<file path="config.mk">
export PLATFORM = sky130hd
export DESIGN_NAME = disaggregator
export DESIGN_NICKNAME = d
export VERILOG_FILES = /design/src/rtl/disaggregator.sv
export SDC_FILE = /design/constraint.sdc
export NUM_CORES = 1
export LEC_CHECK = 0
export BUFFER_PORTS_ARGS = -buffer_cell sky130_fd_sc_hd__buf_2
export CAP_MARGIN = 0
export CORE_MARGIN = 2
export CORE_UTILIZATION = 45
export DETAILED_ROUTE_END_ITERATION = 12
export PLACE_DENSITY = 0.72
export SETUP_SLACK_MARGIN = 0.15
export SYNTH_ARGS = -nofsm -noshare
export SYNTH_HDL_FRONTEND = slang
export SYNTH_SLANG_ARGS = --single-unit
</file>
<file path="constraint.sdc">
create_clock -name clk -period 3.6 [get_ports clk]
set_input_delay 0.54 -clock clk [delete_from_list [all_inputs] [get_ports clk]]
set_output_delay 0.54 -clock clk [all_outputs]
set_load 0.02 [all_outputs]
</file>
<file path="src/rtl/disaggregator.sv">
// Wide-to-narrow width converter: buffers packed FETCH_WIDTH-lane words in a
// small ring and replays them one DATA_WIDTH lane per transfer, lane 0 first.
module disaggregator #(
  parameter int DATA_WIDTH  = 11,
  parameter int FETCH_WIDTH = 4,
  parameter int DEPTH       = 2
) (
  input  logic                              clk,
  input  logic                              rst,
  input  logic [FETCH_WIDTH*DATA_WIDTH-1:0] in_data,
  input  logic                              in_enq,
  output logic                              in_full_n,
  output logic [DATA_WIDTH-1:0]             out_data,
  output logic                              out_enq,
  input  logic                              out_full_n,
  output logic                              out_last,
  output logic [$clog2(DEPTH+1)-1:0]        count,
  output logic                              err_overflow
);

  localparam int PW = $clog2(DEPTH);
  localparam int LW = $clog2(FETCH_WIDTH);
  localparam int CW = $clog2(DEPTH+1);
  localparam logic [CW-1:0] CNT_FULL  = CW'(DEPTH);
  localparam logic [LW-1:0] LANE_LAST = LW'(FETCH_WIDTH-1);

  logic [FETCH_WIDTH*DATA_WIDTH-1:0] mem [DEPTH];
  logic [DATA_WIDTH-1:0]             head_lanes [FETCH_WIDTH];
  logic [PW-1:0]                     wr_ptr;
  logic [PW-1:0]                     rd_ptr;
  logic [LW-1:0]                     lane;
  logic                              empty;
  logic                              push;
  logic                              pop;

  // Full blocks pushes even when the head pops this cycle: no pass-through.
  assign empty     = (count == '0);
  assign in_full_n = (count != CNT_FULL);
  assign push      = in_enq && in_full_n;
  assign out_enq   = !empty && out_full_n;
  assign pop       = out_enq && (lane == LANE_LAST);
  assign out_last  = pop;

  always_comb begin
    for (int i = 0; i < FETCH_WIDTH; i++) begin
      head_lanes[i] = mem[rd_ptr][i*DATA_WIDTH +: DATA_WIDTH];
    end
  end

  assign out_data = empty ? '0 : head_lanes[lane];

  // Buffer storage carries data only and is deliberately left unreset.
  always_ff @(posedge clk) begin
    if (push) begin
      mem[wr_ptr] <= in_data;
    end
  end

  always_ff @(posedge clk or posedge rst) begin
    if (rst) begin
      wr_ptr       <= '0;
      rd_ptr       <= '0;
      lane         <= '0;
      count        <= '0;
      err_overflow <= 1'b0;
    end else begin
      if (push) begin
        wr_ptr <= wr_ptr + 1'b1;
      end
      if (out_enq) begin
        lane <= pop ? '0 : lane + 1'b1;
      end
      if (pop) begin
        rd_ptr <= rd_ptr + 1'b1;
      end
      if (in_enq && !in_full_n) begin
        err_overflow <= 1'b1;
      end
      case ({push, pop})
        2'b10:   count <= count + 1'b1;
        2'b01:   count <= count - 1'b1;
        default: count <= count;
      endcase
    end
  end

endmodule

</file>
# ---- Yosys cells after proc, flatten, opt, wreduce, memory -nomap -nowiden
# Memory sizes are Yosys's and may differ from the RTL's.
# Index checks and enable logic that the tools add are counted.
dict set report classes {
  addsub 5
  magnitude_cmp 1
  n_eq_ne 4
  muxes 8
  bitwise_logic 1
  n_reduce_logical 8
}
# op count
set op_table {}
lappend op_table {{2-to-1 mux 11 bit} 3}
lappend op_table {{binary-select mux 11 bit (select 2 bit)} 1}
lappend op_table {{adder 2 x 1 -> 2 bit, second input constant} 2}
lappend op_table {{== test 2 bit, second input constant} 2}
lappend op_table {{logical AND 1 bit} 4}
lappend op_table {{case mux 2 bit (2 select lines)} 1}
lappend op_table {{>= comparator 3 bit, second input constant} 1}
lappend op_table {{NOT 2 -> 3 bit} 1}
lappend op_table {{adder 1 bit, second input constant} 2}
lappend op_table {{== test 2 x 1 -> 1 bit, second input constant} 1}
lappend op_table {{zero test 1 bit} 2}
lappend op_table {{zero test 2 bit} 1}
lappend op_table {{2-to-1 mux 1 bit} 2}
lappend op_table {{2-to-1 mux 2 bit} 1}
lappend op_table {{inequality test 2 bit, second input constant} 1}
lappend op_table {{nonzero test 2 bit} 1}
lappend op_table {{subtractor 2 x 1 -> 2 bit, second input constant} 1}
dict set report totals {
  reg_bits 7
  mem_bits_rw 88
  input_bits 48
  wordCells 33
  mem_count 1
}
# memory depth width rd rd_ports_with_merged_regs write_ports line_no
set memory_table {}
lappend memory_table {mem 2 44 1 0 1 27} ;# logic [FETCH_WIDTH*DATA_WIDTH-1:0] mem [DEPTH];

# ---- Depth between registers and ports, before layout
dict set report logic_depth {
  ltp_word 6
  depth_mapped 6
  mapped_depth_nobuf 6
}

# ---- Least setup slack after synthesis
# Ideal clock, no wire load.
dict set report synth_path {
  path_kind {flip-flop to flip-flop}
  from {register count[0]}
  to {memory mem[0][0] in the netlist's numbering, enable pin}
  setup_ps 446
  arrival_ps 2849
  required_ps 3154
  setup_slack_ps 305
  stages_incl_launch_ff 4
  synth_period_minus_slack_ps 3295
  path_cell_list {dfrtp_1 > nand2b_1 > nand2_1 > nor2_1}
}
dict set report synth_between {
  elab_chain_len 4
}
# item line_no
set synth_lines {}
lappend synth_lines {{start: declaration} 17} ;# output logic [$clog2(DEPTH+1)-1:0] count,
lappend synth_lines {{start signal: assignment} 80} ;# 2'b10: count <= count + 1'b1;
lappend synth_lines {{start signal: assignment} 81} ;# 2'b01: count <= count - 1'b1;
lappend synth_lines {{start signal: assignment} 82} ;# default: count <= count;
lappend synth_lines {{inequality test 2 bit} 38} ;# assign in_full_n = (count != CNT_FULL);
lappend synth_lines {{via in_full_n} 12} ;# output logic in_full_n,
lappend synth_lines {{logical AND 1 bit} 39} ;# assign push = in_enq && in_full_n;
lappend synth_lines {{2-to-1 mux 1 bit} 54} ;# if (push) begin
lappend synth_lines {{2-to-1 mux 1 bit (implied by the code)} 55} ;# mem[wr_ptr] <= in_data;
lappend synth_lines {{end: declaration} 27}
# The timed path passes the listed nets, and every way through them passes these cells.

# ---- Final worst setup path
dict set report layout_path {
  from {register rd_ptr}
  to {output out_data[3]}
}
dict set report layout_between {
  elab_chain_len 5
}
# item line_no
set layout_lines {}
lappend layout_lines {{start: declaration} 30} ;# logic [PW-1:0] rd_ptr;
lappend layout_lines {{start signal: assignment} 74} ;# rd_ptr <= rd_ptr + 1'b1;
lappend layout_lines {{memory (2 x 44 bit)} n/a}
lappend layout_lines {{binary-select mux 11 bit (select 2 bit)} 50} ;# assign out_data = empty ? '0 : head_lanes[lane];
lappend layout_lines {{2-to-1 mux 11 bit (implied by the code) (2 in series)} 50}
lappend layout_lines {{2-to-1 mux 11 bit} 50}
lappend layout_lines {{end: declaration} 13} ;# output logic [DATA_WIDTH-1:0] out_data,
# Every way passes these cells. The select of a mux whose other input is x is not followed.

==> reports/results.env <==
FLOORPLAN.CORE_AREA_MM2=0.008175
SYNTH_LARGEST_AREA_CELL='sky130_fd_sc_hd__edfxtp_1'
DETAIL_ROUTE.DRC_VIOLATIONS=0
FINAL_ANTENNA_NET_COUNT=0
POSTLAYOUTSETUPSLACKWORST_NS=0.8226
DIE_H_UM=95.52
GLOBAL_ROUTE.OVERFLOW_TOTAL=0
CAP_VIOL_MAX_COUNT=0
GRT_MAX_DEGREE=45
ASYNC_RESET_FF_SHARE_PCT=7.368
REGTOREGSETUPSLACK_NS=1.54
TIMING_HOLD_VIOLATIONS_FINAL=0
GRT_UTIL_ALL_LAYERS_PCT=16.13
FINCLKSKEW_NS=0.009552
CRIT_PATH_MAX_FANOUT=18
CLK-INSERTION-DELAY-LATE_NS=0.35
YOSYSWARNINGCOUNT=0
SETUP_VIOL=0
RUN_STATUS='complete, no violations'
YS.FLOP_TYPE='sky130_fd_sc_hd__edfxtp_1'
DP_SLACK_NS=1.161
FLOORPLAN.IO_PINS=65
N_ANTENNA_CELL=0
HOLD_WS_NS=0.1006
YOSYS_REGISTER_BITS=95
CRITPATHCAPTURETYPE='output port'
PATH_CLASS='reg -> out'
CTS_TREE='done'
FINAL.FILL_COUNT=684
CLOCK_SINK_COUNT=95
GRT_PASS1_VIAS=2200
CTS_BUFFER_DEPTH=2
FINAL_LAYOUT_SIZE_SUFFIX_GT1_SHARE_PCT=31.69
TOTAL_NUMBER_OF_VIAS=2049
MEAN_POST_SYNTH_CELL_AREA_UM2=18.12
R2R-START='count[0]'
PLACE.DETAILED.HPWL_MM=4.617
DIE_AREA_MM2=0.009123
MAX_SLEW.WORST_PIN.SLEW_NS=1.044
FINALNETCOUNT=329
POWERDENSITY_mW_PER_MM2=838.5
MAXSLEWVIOLCOUNT=0
POST_CTS_RESIZED=0
SYNTH-SEQ-AREA-SHARE_PCT=74.77
PERIOD_MINUS_SLACK_NS=2.777
NETLIST-CELL-TYPE-COUNT=25
TRITONCTS.NUM_BUFFERS=9
TOP_AREA_CELL_TYPE_SHARE_OF_THE_NETLIST_AREA_PCT=70.12
INITIAL_CORE_UTIL_PCT=46.10
SYNTH-EDFF-COUNT=88
PLACER_S_FINAL_ROUTABILITY_CONGESTION_ESTIMATE=0.7793
YOSYS-TOP-CELLS-AREA='sky130_fd_sc_hd__edfxtp_1, sky130_fd_sc_hd__mux2i_1, sky130_fd_sc_hd__dfrtp_1, sky130_fd_sc_hd__a22oi_1, sky130_fd_sc_hd__and3_1'
POST_SYNTH_INST_COUNT=208
WORST_SETUP_HOLD_PATH_CLK_SLEW_NS=0.09
PORT_BUFFERS=64
SYNTH_TOP_CELLS_BY_COUNT='sky130_fd_sc_hd__edfxtp_1, sky130_fd_sc_hd__mux2i_1, sky130_fd_sc_hd__a22oi_1'
SYN_TO_FINAL_GROWTH_PCT=16.14
R2R_END='mem[0][8]'
GLOBAL_ROUTE_WIRE_LENGTH_BEFORE_REPAIR_MM=10.56
CP.REQUIRED_NS=3.06
LAYOUT_WORST_PATH_CYCLE_SHARE_PCT=77.15
HIGHEST_CLOCK_RATE_MHz=360.1
CP_DATA_ARRIVAL_TIME_NS=2.24
POSTCTSSETUPREPAIRBUFS=0
FINALSETUPTNS_NS=0
WL_MM=6.807
RSZ0062_AT_GRT='false'
CLOCK_ROOT_CELL='sky130_fd_sc_hd__clkbuf_8'
P_LEAK_nW=1.709
REG2REGPATHDEPTH=4
SYNTHMOSTINSTANTIATEDCELL='sky130_fd_sc_hd__edfxtp_1'
PEAKVDDDROP_mV=0.4050
POSTSYNTHNETCOUNT=258
MIN-DELAY-PATH-CLASS='in -> async'
WL_PER_CELL_UM=17.50
FIRST_PASS_DRT_ITERATIONS=4
GRT_ANTENNA_BEFORE_REPAIR=0
STD_CELL_ROWS=33
CTS_MAX_LEVEL=3
MAX_SLEW_MARGIN_PCT=30.42
INITIALDRTVIOLATIONCOUNT=114
CTS.HOLD.BUFFERS_ADDED=0
CP-START-KIND='flop'
MAPPEDNETLISTAREA_MM2=0.003769
ROUTE.DETAILED.VIAS_PER_INST=5.267
DIEWIDTH_UM=95.52
## area by class of cell
cell class / instances / area [µm²] / area share (%)
flip-flops and latches: 95 / 2819 / 64.41
multi-input cells: 100 / 847.1 / 19.35
repair buffers: 70 / 365.4 / 8.348
well taps: 105 / 131.4 / 3.002
clock buffers: 10 / 127.6 / 2.916
clock inverters: 6 / 75.07 / 1.715
inverters: 3 / 11.26 / 0.2573
## cell usage in the layout, fill, tap and decap left out, types with 2 or more instances in the layout
master                      n
sky130_fd_sc_hd__nor2_1     2
sky130_fd_sc_hd__xnor2_1    3
sky130_fd_sc_hd__buf_2     64
sky130_fd_sc_hd__inv_6      2
sky130_fd_sc_hd__xor2_1     2
sky130_fd_sc_hd__nor2b_1    2
sky130_fd_sc_hd__ha_1       2
sky130_fd_sc_hd__and3_1    12
sky130_fd_sc_hd__buf_4      6
sky130_fd_sc_hd__dfrtp_1    6
sky130_fd_sc_hd__edfxtp_1  88
sky130_fd_sc_hd__clkbuf_8   9
sky130_fd_sc_hd__inv_1      3
sky130_fd_sc_hd__mux2i_1   44
sky130_fd_sc_hd__a22oi_1   22
## worst max-delay path: stages (launching register included)
cell and delay, ns:
sky130_fd_sc_hd__dfrtp_2 0.64, sky130_fd_sc_hd__buf_4 0.40, sky130_fd_sc_hd__mux2i_1 0.33, sky130_fd_sc_hd__a22oi_1 0.11, sky130_fd_sc_hd__and3_1 0.23, sky130_fd_sc_hd__buf_2 0.16
## power by group
group	switching [mW]	leakage (nW)	internal, mW
sequential	0.129	0.896	1.51
combinational	0.807	0.714	0.521
clock	0.367	0.0994	0.332
## how the worst max path moves through the flow
stage | start | to | depth (start not counted)
4_1_cts | rd_ptr | out_data[3] | 5
3_5_place_dp | rd_ptr | out_data[3] | 5
6_report | rd_ptr | out_data[3] | 5
5_1_grt | rd_ptr | out_data[3] | 5
2_1_floorplan | count[0] | mem[0][0] | 3
3_3_place_gp | rd_ptr | out_data[3] | 5
## per-stage QoR
step / cells / instance area, µm² / util (%) / total power, mW
finish: 389 / 4377 / 53.54 / 3.670
global route: 389 / 4377 / 53.54 / 3.888
CTS: 389 / 4377 / 53.54 / 3.713
detailed placement: 373 / 4174 / 51.06 / 3.014
global placement: 373 / 4174 / 51.06 / 2.974
floorplan: 208 / 3769 / - / 2.654
## sequential cells by signal, summed over array words and instances (netlist names)
register	count
err_overflow	1
count	2
mem	88
lane	2
rd_ptr	1
wr_ptr	1
## kinds of logic (layout without fill, tap and decap cells)
kind of cell | Yosys count | count (layout) | share of synthesized area (%)
DFF | 95 | 95 | 74.77
muxes | 45 | 45 | 11.99
AOI/OAI and AO/OA | 25 | 25 | 4.914
and+or+nand+nor | 23 | 23 | 3.519
buffers and inverters | 13 | 89 | 2.988
xor gates and xnor gates | 5 | 5 | 1.162
adders and majority gates | 2 | 2 | 0.6639
## metal layers
layer	up-vias	track usage [%]	wire length [µm]
li1	963	-	-
met1	1003	19.10	2744
met2	76	28.52	3533
met3	7	5.059	443
met4	0	4.286	85
met5	-	0	0
Note: power is estimated with default switching activity, not from simulation.
